===== config.mk =====
export PLATFORM = sky130hd
export DESIGN_NAME = mem_access_stage
export DESIGN_NICKNAME = d
export VERILOG_FILES = /design/src/rtl/mem_access_stage.sv
export SDC_FILE = /design/constraint.sdc
export NUM_CORES = 1
export LEC_CHECK = 0
export CAP_MARGIN = 10
export CORE_ASPECT_RATIO = 1.25
export CORE_MARGIN = 8
export CORE_UTILIZATION = 43
export DETAILED_ROUTE_END_ITERATION = 7
export PLACE_DENSITY = 0.8
export SLEW_MARGIN = 20
export SYNTH_ARGS = -nofsm -noshare
export SYNTH_HDL_FRONTEND = slang
export SYNTH_SLANG_ARGS = --single-unit

===== constraint.sdc =====
create_clock -name clk -period 2.8 [get_ports clk]
set_clock_uncertainty 0.2 [all_clocks]
set_input_delay 0.56 -clock clk [delete_from_list [all_inputs] [get_ports clk]]
set_output_delay 0.56 -clock clk [all_outputs]
set_load 0.03 [all_outputs]

===== src/rtl/mem_access_stage.sv =====
// Pipeline MEM stage: drives data-memory loads/stores over a req/ack handshake,
// steers byte lanes, extends load data and registers the MEM/WB outputs.
module mem_access_stage #(
  parameter int TIMEOUT_CYCLES = 64
) (
  input  logic        clk,
  input  logic        reset,
  input  logic        InValid,
  input  logic [31:0] ALUResultIn,
  input  logic [31:0] StoreData,
  input  logic        MemRead,
  input  logic        MemWrite,
  input  logic [1:0]  MemSize,
  input  logic        MemUnsigned,
  input  logic        MemALUSelIn,
  input  logic        RegWriteIn,
  input  logic [4:0]  WriteRegIn,
  output logic        Stall,
  output logic        DMemReq,
  output logic        DMemWE,
  output logic [31:0] DMemAddr,
  output logic [31:0] DMemWData,
  output logic [3:0]  DMemByteEn,
  input  logic [31:0] DMemRData,
  input  logic        DMemAck,
  output logic [31:0] MEMRead,
  output logic [31:0] ALUResult,
  output logic        MemALUSel,
  output logic        RegWrite,
  output logic [4:0]  WriteReg,
  output logic        WBValid,
  output logic        MisalignErr,
  output logic        BusErr
);

  // state  | meaning
  // S_IDLE | accepting a new instruction from EX/MEM
  // S_WAIT | memory request outstanding, waiting for DMemAck or timeout
  typedef enum logic {S_IDLE, S_WAIT} state_t;

  localparam int CW = (TIMEOUT_CYCLES > 1) ? $clog2(TIMEOUT_CYCLES) : 1;
  localparam logic [CW-1:0] CNT_LAST = CW'(TIMEOUT_CYCLES - 1);

  state_t      state;
  logic [CW-1:0] wait_cnt;

  logic        mem_op;
  logic        misalign;
  logic        timeout;
  logic [3:0]  be_nxt;
  logic [31:0] wd_nxt;

  logic        pend_rw;
  logic [1:0]  pend_size;
  logic [1:0]  pend_off;
  logic        pend_uns;

  logic [7:0]  ld_byte;
  logic [15:0] ld_half;
  logic [31:0] ld_ext;

  always_comb begin
    mem_op   = MemRead | MemWrite;
    misalign = 1'b0;
    be_nxt   = 4'b1111;
    wd_nxt   = StoreData;
    case (MemSize)
      2'b00: begin
        be_nxt = 4'b0001 << ALUResultIn[1:0];
        wd_nxt = {4{StoreData[7:0]}};
      end
      2'b01: begin
        misalign = ALUResultIn[0];
        be_nxt   = ALUResultIn[1] ? 4'b1100 : 4'b0011;
        wd_nxt   = {2{StoreData[15:0]}};
      end
      default: misalign = |ALUResultIn[1:0];
    endcase
  end

  // Lane select and extension use the fields captured when the request went out.
  always_comb begin
    case (pend_off)
      2'd1:    ld_byte = DMemRData[15:8];
      2'd2:    ld_byte = DMemRData[23:16];
      2'd3:    ld_byte = DMemRData[31:24];
      default: ld_byte = DMemRData[7:0];
    endcase
    ld_half = pend_off[1] ? DMemRData[31:16] : DMemRData[15:0];
    case (pend_size)
      2'b00:   ld_ext = {{24{~pend_uns & ld_byte[7]}}, ld_byte};
      2'b01:   ld_ext = {{16{~pend_uns & ld_half[15]}}, ld_half};
      default: ld_ext = DMemRData;
    endcase
  end

  assign timeout = (wait_cnt == CNT_LAST);

  always_comb begin
    if (state == S_IDLE) Stall = InValid & mem_op & ~misalign;
    else                 Stall = ~DMemAck & ~timeout;
  end

  always_ff @(posedge clk) begin
    if (reset) begin
      state       <= S_IDLE;
      wait_cnt    <= '0;
      DMemReq     <= 1'b0;
      DMemWE      <= 1'b0;
      DMemAddr    <= '0;
      DMemWData   <= '0;
      DMemByteEn  <= '0;
      MEMRead     <= '0;
      ALUResult   <= '0;
      MemALUSel   <= 1'b0;
      RegWrite    <= 1'b0;
      WriteReg    <= '0;
      WBValid     <= 1'b0;
      MisalignErr <= 1'b0;
      BusErr      <= 1'b0;
      pend_rw     <= 1'b0;
      pend_size   <= '0;
      pend_off    <= '0;
      pend_uns    <= 1'b0;
    end else begin
      WBValid     <= 1'b0;
      RegWrite    <= 1'b0;
      MisalignErr <= 1'b0;
      BusErr      <= 1'b0;
      case (state)
        S_IDLE: begin
          if (InValid) begin
            ALUResult <= ALUResultIn;
            MemALUSel <= MemALUSelIn;
            WriteReg  <= WriteRegIn;
            MEMRead   <= '0;
            if (!mem_op) begin
              WBValid  <= 1'b1;
              RegWrite <= RegWriteIn;
            end else if (misalign) begin
              WBValid     <= 1'b1;
              MisalignErr <= 1'b1;
            end else begin
              state      <= S_WAIT;
              wait_cnt   <= '0;
              DMemReq    <= 1'b1;
              DMemWE     <= MemWrite;
              DMemAddr   <= {ALUResultIn[31:2], 2'b00};
              DMemWData  <= wd_nxt;
              DMemByteEn <= be_nxt;
              pend_rw    <= RegWriteIn & ~MemWrite;
              pend_size  <= MemSize;
              pend_off   <= ALUResultIn[1:0];
              pend_uns   <= MemUnsigned;
            end
          end
        end
        S_WAIT: begin
          if (DMemAck) begin
            state    <= S_IDLE;
            DMemReq  <= 1'b0;
            WBValid  <= 1'b1;
            RegWrite <= pend_rw;
            MEMRead  <= DMemWE ? 32'd0 : ld_ext;
          end else if (timeout) begin
            state   <= S_IDLE;
            DMemReq <= 1'b0;
            WBValid <= 1'b1;
            BusErr  <= 1'b1;
          end else begin
            wait_cnt <= wait_cnt + 1'b1;
          end
        end
        default: state <= S_IDLE;
      endcase
    end
  end

endmodule


; Yosys cells after proc, flatten, opt, wreduce, memory -nomap -nowiden
; Cells that the tools add are included.
[op_classes]
addsub = 1
eq_ne = 13
shifts = 1
n_mux = 40
bitwise = 15
n_reduce_logical = 10
[ops]
columns = op, count
row1 = $pmux W32 S2, 3
row2 = $mux W32, 3
row3 = $mux W6, 5
row4 = $pmux W8 S3, 1
row5 = $mux W1, 19
row6 = $mux W16, 1
row7 = $ne A2 B2 Y1 const B, 6
row8 = $pmux W6 S2, 1
row9 = $pmux W1 S2, 5
row10 = $not A1 Y1, 8
row11 = $pmux W4 S2, 1
row12 = $reduce_and A4 Y1, 2
row13 = $add A6 B1 Y6 const B, 1
row14 = $and A1 B1 Y1, 6
row15 = $eq A2 B1 Y1 const B, 3
row16 = $eq A6 B6 Y1 const B, 1
row17 = $reduce_and A5 Y1, 1
row18 = $eq A2 B2 Y1 const B, 2
row19 = $logic_not A2 Y1, 2
row20 = $mux W4, 1
row21 = $reduce_and A2 Y1, 2
row22 = $reduce_or A4 Y1, 1
row23 = $shl A1 B2 Y4 const A, 1
row24 = $ne A3 B2 Y1 const B, 1
row25 = 3 further kinds, 3
[word_totals]
regBits = 155
inputBits = 112
output_inout_bits = 145
wordCells = 99

; Longest topological paths before layout
; Gate-level depths: netlist of the first run.
[logic_depth]
ltp_word = 7
ltp_mapped = 8
mapped_depth_nobuf = 5

; Worst setup path before layout of the first run
; OpenSTA, ideal clock, no wires.
[synth_path]
path_type = in2out
startpoint = input port MemSize[0]
endpoint = output port Stall
arrival_time_ns = 1.794
required_ns = 2.040
path_slack_ns = 0.246
stages = 6
path_buffers = 3
cell_sequence = buf_2 -> o2bb2ai_2 -> or3_1 -> buf_2 -> buf_4 -> nand2_1
[synth_between]
elab_chain_cells = 5
word_cells_on_any_way = 6
classes_between = eq/ne: 1 / mux: 2 / bitwise: 2 / reduce/logical: 1
[synth_lines]
columns = element, line
row1 = from (decl), 13  ; input logic [1:0] MemSize,
row2 = $eq A2 B1 Y1 or $logic_not A2 Y1 (tied branches), 67  ; case (MemSize)
row3 = $pmux W1 S2 (*), 67
row4 = $not A1 Y1 (no line) (*), -
row5 = $and A1 B1 Y1 (*), 100  ; if (state == S_IDLE) Stall = InValid & mem_op & ~misalign;
row6 = $mux W1 (*), 100
row7 = to (decl), 18  ; output logic Stall,
; Every way passes the cells marked *; elsewhere a longest branch is shown, timed or not.

; Worst setup path after layout of the first run
[layout_path]
startpoint = input port ALUResultIn[0]
endpoint = output port Stall
[layout_between]
elab_chain_cells = 5
[layout_lines]
columns = element, line
row1 = from (decl), 9  ; input logic [31:0] ALUResultIn,
row2 = $reduce_or A2 Y1, 77  ; default: misalign = |ALUResultIn[1:0];
row3 = $pmux W1 S2 (*), 67
row4 = $not A1 Y1 (no line) (*), -
row5 = $and A1 B1 Y1 (*), 100
row6 = $mux W1 (*), 100
; Marked as above.

==> results of run 1 <==
[final timing paths]
check                             startpoint                    endpoint  depth (start not counted)
setup / recovery              ALUResultIn[0]                       Stall                          5
hold / removal    ALUResult[23]$_SDFFE_PP0P_  ALUResult[23]$_SDFFE_PP0P_                          2
setup reg to reg   pend_size[1]$_SDFFE_PP0P_     MEMRead[6]$_SDFFE_PP0P_                          4
hold reg to reg   ALUResult[23]$_SDFFE_PP0P_  ALUResult[23]$_SDFFE_PP0P_                          2
[critical path, stage by stage]
cell             delay (ps)
clkdlybuf4s50_1         490
o21a_4                  260
or3_1                   400
nand2_1                 130
buf_12                  130
[report_power, final]
group	internal, mW	leakage [nW]	switching (mW)
registers	2.31	1.26	0.0580
logic	0.451	1.95	0.549
clock network	1.53	0.302	0.912
total	4.29	3.52	1.52
[timing repair]
| action | 4_1_cts | 5_1_grt |
|---|---|---|
| endpoints found under the setup margin | 0 | 1 |
| gates resized for setup | 0 | 1 |
| hold buffers | 0 | 0 |
[per-stage QoR]
stage          hold WS, ps  cells  setup slack [ps]
2_1_floorplan          232    661               246
3_3_place_gp           241   1065             -48.3
3_5_place_dp           246   1066              64.2
4_1_cts                254   1097              61.3
5_1_grt                267   1097              34.3
6_report               251   1097              60.4
[state kept, by name, summed over array words and instances (netlist names), 2 cells and up]
signal,cells
ALUResult,32
DMemAddr,30
DMemByteEn,4
DMemWData,32
MEMRead,32
WriteReg,5
pend_off,2
pend_size,2
wait_cnt,6
[final cells by class]
| cell class | instances | area [sq um] | area share (%) |
|---|---|---|---|
| sequential | 155 | 3100 | 32.5 |
| multi-input combinational | 446 | 2790 | 29.2 |
| timing repair buffer | 282 | 2790 | 29.2 |
| clock buffer | 20 | 457 | 4.79 |
| tap | 178 | 223 | 2.33 |
| clock inverter | 11 | 168 | 1.76 |
| inverter | 5 | 18.8 | 0.197 |
[layout by cell type, fill, tap and decap left out, drive strengths merged, types with 4 or more instances in the layout]
cell             n
mux2i           28
clkdlybuf4s50  252
mux2             8
o21ai           43
a22o            36
a22oi           17
nand3            8
o2bb2ai         24
nand2b           4
buf             30
nand2          129
nor2            20
clkbuf          20
inv              5
a21boi           8
nor4             7
a21oi           71
bufinv           4
a311oi           5
clkinv           5
dfxtp          155
o211ai           4
[routing by layer]
| metal | GRT usage [%] | part of all wire [%] | up-vias |
|---|---|---|---|
| li1 | - | - | 2852 |
| met5 | 0 | 0 | - |
| met1 | 25.8 | 38 | 2765 |
| met3 | 8.37 | 9.4 | 33 |
| met4 | 9.35 | 2.5 | 0 |
| met2 | 37.8 | 50 | 212 |
[kinds of logic after synthesis]
| family | synth area share [%] |
|---|---|
| multiplexers | 6.33 |
| buffers and inverters | 5.32 |
| AO/OA/AOI/OAI | 24.5 |
| other | 0.0604 |
| adder cells (fa/ha/maj) | 0.201 |
| XOR/XNOR | 0.423 |
| AND/OR/NAND/NOR | 13.2 |
| flip-flops | 50.0 |
==> out/metrics.cfg, run 1 <==
[clock_network]
clk_pin_slew_worst_paths_ps=60
cts.path.max_buffers=2
tritoncts=done
cts_made_buffers=17
root_buffer=clkbuf_16
htree_levels=4
post-cts-setup-buffer-count=0
worstSkewPairLatency_ps=420
cts_num_sinks=155

[floorplanning]
initial_core_util_pct=43.5
die_h_microns=150
die_area_sq_um=18600
io_pins=257
core_area_sq_um=14300
rows=49
die_w_microns=123

[cells_and_area]
drive_gt1_share_pct=9.58
syn2layout_area_growth_pct=53.7
nets=1020
fill_cells=1161
design_area_sq_um=9540
final_util_pct=66.8
n_antenna_cell=0

[sta]
setup_tns_ps=0
tightest_slew_ps=535
setup_violations=0
post-route-min-period_ps=2740
hold_viol=0
slew_headroom_pct=63.4
rsz0062_at_grt=no
timing.final.crit_share_pct=97.8
maxSlewViolCount=0
fmax_mhz=365

[routing]
drc=0
drtIter0Drc=325
drt_wl_total_mm=21.3
vias=5862
antenna_left=0
drt-vias-per-instance=5.34
dr.pass1.iters=5
wl_per_cell_microns=19.4

[yosys]
yosysTopAreaCellShare_pct=50.0
synth_edf_count=0
seq_area_frac_synth_pct=50.0
synth_warnings=0
syn_avg_cell_area_sq_um=9.41
async_flop_share_pct=0
netlist_top_cells_area=dfxtp_1, nand2_1, a21oi_1
synth_area_sq_um=6210
synth-main-ff-cell=dfxtp_1
yosysUniqueCellTypes=52
synth_most_common_cell=dfxtp_1
yosys_register_bits=155
synth_common_cells=dfxtp_1, nand2_1, a21oi_1, a22o_1, o21ai_0
netlist_instances=660
synth_top_cell_by_area=dfxtp_1

[global_routing]
overflow=0
grt_pass1_wl_mm=32.9
grt_usage_pct=22.8
grt_max_degree=47
grt_pass1_vias=6012
antenna_found_initial=0

[place]
place_congestion=0.816
io_buffers=254
placed_cell_area_sq_um=8920
hpwl_mm=15.5

[pwr]
p_total_mw=5.81
power.density_nw_per_um2=609
leakagePower_nw=3.52
irDropWorstVdd_uv=360

[worst_setup_path]
cp.required_ps=2040
ff2ff_setup_slack_ps=840
startpoint_type=input port
cp-end-kind=output pin
critPathMaxFanout=4
critPathKind=input port to output pin
arrival_ps=1980

[run_status]
status=complete, no violations

[flow_run]
maxCapViolations=0

[min_path]
min_path_type=register to register

Note: power is estimated with default switching activity, not from simulation.
==> run 2: changes to the inputs <==
--- a/config.mk
+++ b/config.mk
@@ -5,6 +5,7 @@
 export SDC_FILE = /design/constraint.sdc
 export NUM_CORES = 1
 export LEC_CHECK = 0
+export ABC_AREA = 1
 export CAP_MARGIN = 10
 export CORE_ASPECT_RATIO = 1.25
 export CORE_MARGIN = 8
==> out/metrics.cfg, run 2 <==
[clock_network]
root_buffer=clkbuf_16
cts_resized=0
cts_made_buffers=17
cts.path.max_buffers=2
cts_hold_buf=0
htree_levels=4
cts_num_sinks=155
worstSkewPairLatency_ps=420
clk_pin_slew_worst_paths_ps=60
post-cts-setup-buffer-count=0
tritoncts=done

[floorplanning]
rows=49
initial_core_util_pct=44.1
die_h_microns=152
io_pins=257
die_w_microns=125
die_area_sq_um=18900
core_area_sq_um=14400

[routing]
drtIter0Drc=533
vias=6726
drc=0
drt-vias-per-instance=5.17
drt_wl_total_mm=22.2
wl_per_cell_microns=17.1
dr.pass1.iters=5
antenna_left=0

[pwr]
p_sw_mw=1.66
leakagePower_nw=3.84
pwr-share-comb_pct=18.7
p_int_mw=4.18
power.density_nw_per_um2=607
p_seq_share_pct=41.0
irDropWorstVdd_uv=528
p_clk_share_pct=40.3
switching_share_pct=28.4

[worst_setup_path]
cp.required_ps=2040
startpoint_type=input port
crit_path_cell_trace=clkdlybuf4s50_1 -> nor2_4 -> inv_2 -> nand2_2 -> nand3_4 -> nand2_2 -> buf_4
cp-end-kind=output pin
path_common_cell=nand2_2
crit_family=buffers and inverters
path_buf_inv=3
critical-path-max-stage-delay_ps=500
cpMaxStageDelayCell=clkdlybuf4s50_1
critPathKind=input port to output pin
arrival_ps=1860
critPathMaxFanout=7

[yosys]
yosysUniqueCellTypes=35
yosysTopAreaCellShare_pct=48.9
netlist_top_cells_area=dfxtp_1, nand2_1, a21oi_1
seq_area_frac_synth_pct=48.9
synth_most_common_cell=nand2_1
synth_top_cell_by_area=dfxtp_1
synth-main-ff-cell=dfxtp_1
syn_avg_cell_area_sq_um=7.25
synth_common_cells=nand2_1, dfxtp_1, nor2_1, a21oi_1, o21ai_0
synth_edf_count=0
yosys_register_bits=155
synth_warnings=0
synth_area_sq_um=6350
netlist_instances=876
async_flop_share_pct=0

[global_routing]
grt_pass1_wl_mm=35.2
overflow=0
grt_usage_pct=22.8
antenna_found_initial=0
grtUsageMet1_pct=25.3
grt_max_degree=60
grt_use_met3_pct=10.6
grt_pass1_vias=6666
grtUsageMet2_pct=37.8
top_usage_layer=met2

[sta]
rsz0062_at_grt=no
tightest_slew_ps=683
maxSlewViolCount=0
setup_tns_ps=0
setup_violations=0
hold_viol=0
post-route-min-period_ps=2620
timing.final.crit_share_pct=93.4
slew_headroom_pct=54.4
fmax_mhz=382

[min_path]
min_path_type=register to register

[cells_and_area]
drive_gt1_share_pct=7.12
n_antenna_cell=0
syn2layout_area_growth_pct=51.3
fin_cells=1301
multi_input_area_sq_um=2810
final_cell_mix=clkdlybuf4s50_1, nand2_1, dfxtp_1
fill_cells=1196
nets=1223
top_regs=ALUResult: 32 flops, DMemWData: 32 flops, MEMRead: 32 flops
final_common_cell=clkdlybuf4s50_1
final_util_pct=66.7
regArea_sq_um=3100

[run_status]
status=complete, no violations

[place]
io_buffers=254
dp_cells=1269
place_congestion=0.883
hpwl_mm=16.2

[flow_run]
maxCapViolations=0

run 2: worst paths after layout:
kind                             start                        to  slack, ps  cells after the start
min reg2reg    MEMRead[2]$_SDFFE_PP0P_   MEMRead[2]$_SDFFE_PP0P_        260                      2
min            MEMRead[2]$_SDFFE_PP0P_   MEMRead[2]$_SDFFE_PP0P_        260                      2
max                         MemSize[1]                     Stall        180                      7
max reg2reg  pend_size[0]$_SDFFE_PP0P_  MEMRead[23]$_SDFFE_PP0P_        710                      9
run 2: cell families (layout without fill, tap and decap cells):
family,Yosys count,after routing,share of synthesized area [%]
and+or+nand+nor,408,408,27.1
AOI/OAI and AO/OA,206,206,16.5
DFF,155,155,48.9
buffers and inverters,104,350,7.07
adders and majority gates,1,1,0.197
other,1,2,0.0590
xor gates and xnor gates,1,1,0.138
run 2: metal layers:
metal  vias up  share of wire, %
met2       281                49
met4         0               1.8
met1      3088                38
li1       3331                 -
met3        26                11
met5         -                 0
run 2: area by class of cell:
class	instances	area share, %
clock inverters	14	1.78
clock buffers	18	4.47
flip-flops and latches	155	32.3
repair buffers	274	28.2
multi-input cells	618	29.2
well taps	178	2.32
inverters	44	1.74
run 2: power groups by stage:
stage                     Sequential (mW)  Clock [mW]  Combinational [mW]
final                                2.39        2.35                1.09
after floorplan                      2.65           0               0.365
after global routing                 2.40        2.51                1.17
after detailed placement             2.44           0                1.09
after global placement               2.43           0                1.08
after CTS                            2.39        2.38                1.10
run 2: worst register-to-register path: stages (launching register included):
cell and delay, ps:
dfxtp_1 290, inv_1 220, nand2_1 130, nor2_2 420, nand2_1 120, nand2_2 120
nand2_4 100, nand3_4 180, nand2_1 100, a21oi_1 130
run 2: per-stage QoR:
step	total power [mW]	setup slack (ps)	instance area, sq um	hold WS (ps)
final	5.84	183	9610	263
after global routing	6.09	101	9610	279
after CTS	5.87	166	9610	265
after detailed placement	3.52	105	9010	255
after global placement	3.52	142	9010	250
after floorplan	3.01	855	6350	238
